### src/rtl/spi_pkt_pkg.sv
// Shared types and constants for the SPI packet source.
package spi_pkt_pkg;

    typedef enum logic [1:0] {
        ST_IDLE  = 2'd0,
        ST_RECV  = 2'd1,
        ST_READY = 2'd2
    } pkt_state_t;

    localparam int unsigned SPI_WORD_BITS = 32;
    localparam int unsigned MAX_WORDS     = 64;

endpackage

### src/rtl/spi_sync.sv
// Plain two-flop synchronizer for an asynchronous single-bit input.
module spi_sync (
    input  logic clk,
    input  logic async_i,
    output logic sync_o
);

    logic meta_q;
    logic sync_q;

    always_ff @(posedge clk) begin
        meta_q <= async_i;
        sync_q <= meta_q;
    end

    assign sync_o = sync_q;

endmodule

### src/rtl/spi_sync_edge.sv
// Two-flop synchronizer followed by a registered edge detector.
module spi_sync_edge (
    input  logic clk,
    input  logic rst,
    input  logic async_i,
    output logic level_o,
    output logic edge_o
);

    logic sync_s;
    logic prev_q;
    logic edge_q;

    spi_sync u_sync (
        .clk     (clk),
        .async_i (async_i),
        .sync_o  (sync_s)
    );

    // level_o is the post-edge level, so level_o & edge_o is a rise and
    // ~level_o & edge_o a fall; the history flop is left unreset so that a
    // reset never fabricates an edge from a held line.
    always_ff @(posedge clk) begin
        prev_q <= sync_s;
        if (rst) begin
            edge_q <= 1'b0;
        end else begin
            edge_q <= sync_s ^ prev_q;
        end
    end

    assign level_o = prev_q;
    assign edge_o  = edge_q;

endmodule

### src/rtl/spi_pkt_source.sv
// SPI mode-0 slave that assembles a packet of 32-bit words into a buffer
// and serves single-cycle-latency word reads to the DPR.
module spi_pkt_source
    import spi_pkt_pkg::*;
#(
    parameter int unsigned MAX_WORDS = spi_pkt_pkg::MAX_WORDS,
    parameter int unsigned PTR_W     = $clog2(MAX_WORDS)
) (
    input  logic                     clk,
    input  logic                     rst,
    input  logic                     spi_sclk,
    input  logic                     spi_cs_n,
    input  logic                     spi_mosi,
    output logic                     pkt_avail,
    input  logic                     dpr_done,
    output logic [PTR_W:0]           region_begin,
    output logic [PTR_W:0]           region_end,
    input  logic                     r_en,
    input  logic [PTR_W-1:0]         ptr,
    output logic [SPI_WORD_BITS-1:0] data_load,
    output logic                     done,
    output logic                     err
);

    localparam int unsigned CNT_W = PTR_W + 1;
    localparam int unsigned BIT_W = $clog2(SPI_WORD_BITS);
    localparam logic [CNT_W-1:0] WORDS_FULL = CNT_W'(MAX_WORDS);
    localparam logic [BIT_W-1:0] LAST_BIT   = BIT_W'(SPI_WORD_BITS - 1);

    logic sclk_lvl, sclk_edge, cs_lvl, cs_edge, mosi_s;
    logic sclk_rise, cs_rise, cs_fall;

    spi_sync_edge u_sclk (
        .clk     (clk),
        .rst     (rst),
        .async_i (spi_sclk),
        .level_o (sclk_lvl),
        .edge_o  (sclk_edge)
    );

    spi_sync_edge u_cs (
        .clk     (clk),
        .rst     (rst),
        .async_i (spi_cs_n),
        .level_o (cs_lvl),
        .edge_o  (cs_edge)
    );

    spi_sync u_mosi (
        .clk     (clk),
        .async_i (spi_mosi),
        .sync_o  (mosi_s)
    );

    assign sclk_rise = sclk_edge & sclk_lvl;
    assign cs_rise   = cs_edge & cs_lvl;
    assign cs_fall   = cs_edge & ~cs_lvl;

    pkt_state_t                     state_q, state_d;
    logic [BIT_W-1:0]               bit_cnt_q, bit_cnt_d;
    logic [CNT_W-1:0]               word_cnt_q, word_cnt_d;
    logic [CNT_W-1:0]               region_end_q, region_end_d;
    logic [SPI_WORD_BITS-1:0]       shift_q, shift_d;
    logic                           err_q, err_d;
    logic                           wr_en;
    logic [SPI_WORD_BITS-1:0]       wr_word;
    logic [MAX_WORDS-1:0][SPI_WORD_BITS-1:0] mem_q;
    logic [SPI_WORD_BITS-1:0]       data_q;
    logic                           done_q;

    always_ff @(posedge clk) begin
        if (rst) begin
            state_q      <= ST_IDLE;
            bit_cnt_q    <= '0;
            word_cnt_q   <= '0;
            region_end_q <= '0;
            shift_q      <= '0;
            err_q        <= 1'b0;
        end else begin
            state_q      <= state_d;
            bit_cnt_q    <= bit_cnt_d;
            word_cnt_q   <= word_cnt_d;
            region_end_q <= region_end_d;
            shift_q      <= shift_d;
            err_q        <= err_d;
        end
    end

    always_comb begin
        state_d      = state_q;
        bit_cnt_d    = bit_cnt_q;
        word_cnt_d   = word_cnt_q;
        region_end_d = region_end_q;
        shift_d      = shift_q;
        err_d        = err_q;
        wr_en        = 1'b0;
        wr_word      = {shift_q[SPI_WORD_BITS-2:0], mosi_s};

        unique case (state_q)
            ST_IDLE: begin
                if (cs_fall) begin
                    bit_cnt_d    = '0;
                    word_cnt_d   = '0;
                    region_end_d = '0;
                    state_d      = ST_RECV;
                end
            end
            ST_RECV: begin
                // End of frame takes precedence over a coincident bit edge.
                if (cs_rise) begin
                    if (bit_cnt_q != '0) begin
                        err_d = 1'b1;
                    end
                    if (word_cnt_q != '0) begin
                        region_end_d = word_cnt_q;
                        state_d      = ST_READY;
                    end else begin
                        state_d = ST_IDLE;
                    end
                end else if (sclk_rise) begin
                    shift_d   = wr_word;
                    bit_cnt_d = bit_cnt_q + BIT_W'(1);
                    if (bit_cnt_q == LAST_BIT) begin
                        if (word_cnt_q == WORDS_FULL) begin
                            err_d = 1'b1;
                        end else begin
                            wr_en      = 1'b1;
                            word_cnt_d = word_cnt_q + CNT_W'(1);
                        end
                    end
                end
            end
            ST_READY: begin
                if (dpr_done) begin
                    state_d = ST_IDLE;
                end
            end
            default: state_d = ST_IDLE;
        endcase
    end

    always_ff @(posedge clk) begin
        if (wr_en) begin
            mem_q[word_cnt_q[PTR_W-1:0]] <= wr_word;
        end
    end

    always_ff @(posedge clk) begin
        if (rst) begin
            data_q <= '0;
            done_q <= 1'b0;
        end else begin
            done_q <= r_en;
            if (r_en) begin
                data_q <= ({1'b0, ptr} < region_end_q) ? mem_q[ptr] : '0;
            end
        end
    end

    assign pkt_avail    = (state_q == ST_READY);
    assign region_begin = '0;
    assign region_end   = region_end_q;
    assign data_load    = data_q;
    assign done         = done_q;
    assign err          = err_q;

endmodule

### config.mk
export PLATFORM = sky130hd
export DESIGN_NAME = spi_pkt_source
export DESIGN_NICKNAME = d
export VERILOG_FILES = /design/src/rtl/spi_pkt_pkg.sv /design/src/rtl/spi_sync.sv /design/src/rtl/spi_sync_edge.sv /design/src/rtl/spi_pkt_source.sv
export SDC_FILE = /design/constraint.sdc
export NUM_CORES = 2
export LEC_CHECK = 0
export CORE_MARGIN = 1.5
export CORE_UTILIZATION = 40
export DETAILED_ROUTE_END_ITERATION = 10
export PLACE_DENSITY = 0.63
export SYNTH_ARGS = -nofsm -noshare
export SYNTH_HDL_FRONTEND = slang
export SYNTH_SLANG_ARGS = --single-unit
### constraint.sdc
create_clock -name clk -period 4.2 [get_ports clk]
set_input_delay 0.63 -clock clk [delete_from_list [all_inputs] [get_ports clk]]
set_output_delay 0.63 -clock clk [all_outputs]
set_load 0.02 [all_outputs]
Word level (Yosys, flattened, before mapping)

Cells that the tools add are included.

Register bits: 2144
Latch bits: 0
Bits in writable memories: 0
Memory bits (read-only): 0
Bits of input ports: 13
Word-level logic and storage cells: 156
Memories: 0

$add $sub $neg: 2
Multiply operators: 0
Divide/modulo/power cells: 0
Magnitude comparators: 4
Equal/unequal tests: 13
Shifts and indexed selects: 0
Mux-type cells: 34
Bitwise operators: 7
Reductions and logical operators: 14

Operators with widths:

| kind                                                                                 | number |
|---|---|
| 2048-bit bitwise mux                                                                 | 1 |
| 32-bit binary-select mux with 6-bit select                                           | 1 |
| 32-bit demux with 6-bit select                                                       | 1 |
| 32-bit two-way mux                                                                   | 3 |
| 7-bit two-way mux                                                                    | 7 |
| 7-bit case mux with 2 select lines                                                   | 2 |
| 5-bit two-way mux                                                                    | 3 |
| 6-bit by 7-bit less-than comparator with 1-bit output (second input constant)        | 2 |
| 2-bit inequality test (second input constant)                                        | 7 |
| 1-bit two-way mux                                                                    | 10 |
| 5-bit case mux with 2 select lines                                                   | 1 |
| 2-bit two-way mux                                                                    | 4 |
| 4-bit AND reduction                                                                  | 2 |
| 2-bit nonzero test                                                                   | 4 |
| 7-bit by 1-bit adder with 7-bit output (second input constant)                       | 1 |
| 7-bit == test (second input constant)                                                | 1 |
| 6-bit by 7-bit less-than comparator with 1-bit output                                | 1 |
| 7-bit nonzero test                                                                   | 1 |
| 6-bit by 1-bit greater-or-equal comparator with 1-bit output (second input constant) | 1 |
| 2-bit case mux with 3 select lines                                                   | 1 |
| 3-bit AND reduction                                                                  | 2 |
| 6-bit AND reduction                                                                  | 1 |
| 5-bit by 1-bit adder with 5-bit output (second input constant)                       | 1 |
| 5-bit == test (second input constant)                                                | 1 |
| other kinds (10)                                                                     | 15 |

Longest topological paths before layout

Word-level depth: 6
Gate-level depth with buffers: 10
Depth with buffers taken out: 8

Hierarchy

Synthesis repeated with hierarchy kept, for this count alone.

Cells, all modules: 4170
Area, all modules: 81829.7 um^2

Modules (own cells, without submodules):

| module         | times used | cells an instance | area each (um^2) | sequential area each (um^2) |
|---|---|---|---|---|
| spi_pkt_source | 1          | 4156              | 81604.5          | 63220.6 |
| spi_sync       | 3          | 2                 | 40.0             | 40.0 |
| spi_sync_edge  | 2          | 4                 | 52.6             | 40.0 |

Worst setup path after synthesis

OpenSTA, ideal clock, no wires.

Path type: register -> register
From: register state_q[1]
To: register mem_q[2016] (netlist name) (enable)
Setup time: 421 ps
Data arrival time: 3036 ps
Path slack: 742 ps
Stages on the path, launching flop included: 8
Clock period less this slack: 3458 ps
Cell sequence: dfxtp_1 clkbuf_1 nand2b_1 or3_1 buf_2 nor3_2 nand3_1 nor2_1

Cells in the longest elaborated chain, start to end: 2

RTL lines:

| item                                     | line                  | text |
|---|---|---|
| from (decl)                              | spi_pkt_source.sv:59  | `pkt_state_t state_q, state_d;` |
| from (signal assigned)                   | spi_pkt_source.sv:80  | `state_q <= state_d;` |
| 2-bit by 1-bit == test with 1-bit output | spi_pkt_source.sv:99  | `unique case (state_q)` |
| 1-bit two-way mux                        | spi_pkt_source.sv:99  |  |
| to (signal, indexed assignment)          | spi_pkt_source.sv:144 | `mem_q[word_cnt_q[PTR_W-1:0]] <= wr_word;` |
| to (decl)                                | spi_pkt_source.sv:67  | `logic [MAX_WORDS-1:0][SPI_WORD_BITS-1:0] mem_q;` |

Every way passes these cells.
A chain may end at the register's enable or synchronous reset.

Worst setup path after layout

From: register state_q[0]
To: register mem_q[1558] (netlist name) (enable)

The elaborated chain is that of the path after synthesis.

==> impl_metrics.toml <==
[sta]
slew_headroom = 0.0984
hold_viol = 0
report.final.slew_viol_count = 0
setup_violations = 0
worstMarginPinSlew_ps = 1350
max_freq_ghz = 0.285
layout_setup_ws_ps = 693
rsz0062_at_grt = "no"
fin_crit_sh = 0.835
layout_min_cycle_time_ps = 3510
fin_skew_ps = 45.8
setup_tns_ps = 0
hold_ws_ps = 207

[setup_path]
crit_type = "reg -> reg"
start_kind = "register"
critPathArrivalTime_ps = 4070
critPathMaxStageDelay_ps = 730
cp_slowest_cell = "nor2_4"
worstPathRequired_ps = 4760
path_cells = "nand2b_1, or3_1, nor3_4, nand2_1, nor2_4, buf_4"
cp-end-kind = "register"
cp_max_fo = 15

[route]
vias_per_cell = 5.75
wl_per_cell_um = 29.5
vias = 41800
drt_iter0_drc = 4819
dr.pass1.iters = 5
drt-total-wl_um = 215000
ant_nets = 0
drc = 0

[flow_run]
cap_violations = 0

[outcome]
outcome = "finished, final reports clean"

[cts]
cts_sinks = 2144
postCtsSetupBuffers = 0
cts.clk_slew.worst_paths_ps = 60
postCtsHoldBufs = 0
ctsResizeCount = 0
htree_levels = 4
clockBufferDepth = 3
cts_buffers = 208
cts-root-buf = "clkbuf_16"
worstSkewPairLatency_ps = 870
cts_tree = "done"

[placement]
dpl-instance-area_mm2 = 0.0878
place_ws_ps = 488
io_buffers = 54
place_congestion = 0.815
place_hpwl_um = 126000
dp.cells = 6885

[logic_synthesis]
synth-simple-area-share = 0.0245
synthAdderAreaFrac = 0.00152
synth_top_family_by_area = "multiplexers"
synth_area_mm2 = 0.0822
synth_async_sr_flop_share = 0
ys_seq_area_frac = 0.772
synth_mux_area_frac = 0.140
yosysUniqueCellTypes = 67
ys.flop_type = "edfxtp_1"
syn_avg_cell_area_um2 = 19.7
synth_xor_area_frac = 0.000640
yosys_warnings = 0
synth_edf_count = 2048
syn_inst = 4164
synth-seq-cells = 2144
synth_compound_area_frac = 0.0448

[die]
rows = 166
die_area_mm2 = 0.208
boundaryPins = 62
die_w_um = 456
die_y_um = 456
core_area_mm2 = 0.204
start_util = 0.402

[pwr]
p_leak_nw = 30.7
p_comb_frac = 0.038
seqPwrFrac = 0.538
power.clock.fraction = 0.424
p_switching_mw = 9.02
fin_total_pwr_mw = 43.0
vdd.ir_drop.worst_mv = 0.442
power.density_mw_per_mm2 = 455
p_int_mw = 34.0
p_sw_frac = 0.210

[global_routing]
grt_overflow_total = 0
track_usage = 0.204
grt_pass1_vias = 41900
grt_pass1_wl_um = 306000
antenna_found_initial = 7
grt_start_max_net_pins = 70

[final_layout]
drive_gt1_frac = 0.213
final_area_mm2 = 0.0944
syn_to_final_growth_pct = 14.9
seq_area_mm2 = 0.0635
final_util = 0.462
nNetsFinal = 4430
fill_cells = 17000
final_cells = 7274
multi_input_area_mm2 = 0.0180

[hold_path]
hold_class = "in -> reg"
[cells in the final DEF (no fill, tap or decap), types with 64 or more instances in the layout]
| cell type | instances |
|---|---|
| a21oi_1 | 115 |
| a22oi_1 | 125 |
| buf_4 | 173 |
| clkbuf_16 | 209 |
| dfxtp_1 | 64 |
| edfxtp_1 | 2048 |
| mux2i_1 | 433 |
| mux4_2 | 302 |
| nand2_1 | 148 |
| nand3_1 | 69 |
| nor2_4 | 67 |
| o21ai_0 | 77 |
[power groups by stage]
stage               Clock, mW  Combinational, mW  Sequential (mW)
floorplan                   0               1.05             23.6
global placement            0               1.64             23.6
detailed placement          0               1.64             23.6
CTS                      18.4               1.65             23.1
global route             19.2               1.74             23.1
finish                   18.2               1.65             23.1
[logic make-up after synthesis]
logic type | after synthesis
adder cells (fa/ha/maj) | 10
flip-flops | 2144
multiplexers | 768
AND/OR/NAND/NOR | 424
AO/OA/AOI/OAI | 539
other | 1
XOR/XNOR | 6
buffers and inverters | 272
[final timing paths]
check	startpoint	cells after the start	slack (ps)	to
max	state_q[0]	6	690	mem_q[1558]
min	spi_cs_n	1	210	u_cs.u_sync.meta_q
min reg2reg	u_cs.u_sync.meta_q	0	330	u_cs.u_sync.sync_o
max reg2reg	state_q[0]	6	690	mem_q[1558]
[cells in the mapped netlist (7+ instances only)]
cell / count / area share
nor2b_1: 12 / 0.00091
buf_1: 14 / 0.00064
a32o_1: 28 / 0.0034
clkbuf_1: 104 / 0.0048
buf_2: 92 / 0.0056
buf_6: 15 / 0.0021
nand4_1: 37 / 0.0028
nor2_1: 90 / 0.0041
nand2b_1: 8 / 0.00061
nand2_1: 148 / 0.0068
a21oi_1: 115 / 0.0070
nand3_1: 70 / 0.0043
nand3b_1: 7 / 0.00064
a22oi_1: 125 / 0.011
edfxtp_1: 2048 / 0.75
a22o_1: 9 / 0.00096
buf_4: 28 / 0.0026
mux4_2: 302 / 0.083
ha_1: 10 / 0.0015
o22ai_1: 57 / 0.0043
dfxtp_1: 96 / 0.023
mux2i_1: 433 / 0.053
mux2_2: 33 / 0.0045
a211oi_1: 35 / 0.0032
a221oi_1: 24 / 0.0026
and3_1: 26 / 0.0020
o21ai_0: 77 / 0.0047
inv_1: 19 / 0.00087
o21ai_1: 9 / 0.00055
o2111ai_1: 28 / 0.0030
[flip-flops by register name (all words and copies together) (netlist names), 2 cells and up]
name	flops
word_cnt_q	7
data_load	32
state_q	2
shift_q	31
mem_q	2048
bit_cnt_q	5
region_end	7
[final cells by class]
cell class	count	area share
Clock buffer	285	0.0604
Sequential cell	2144	0.672
Timing Repair Buffer	280	0.0308
Antenna cell	1	0.0000265
Inverter	19	0.000755
Multi-Input combinational cell	1754	0.190
Clock inverter	103	0.0100
Tap cell	2688	0.0356
[layer usage]
layer	vias up	wire, um	GRT usage
li1	17600	-	-
met1	22200	85900	0.273
met2	1728	104000	0.332
met3	311	18200	0.0455
met4	6	6480	0.0665
met5	-	35	0
[critical path: cells and delay by family, from the launching register on]
family | cells | cell delay, ps
flip-flops | 1 | 610
buffers and inverters | 1 | 300
AND/OR/NAND/NOR | 5 | 2280
Note: power is estimated with default switching activity, not from simulation.
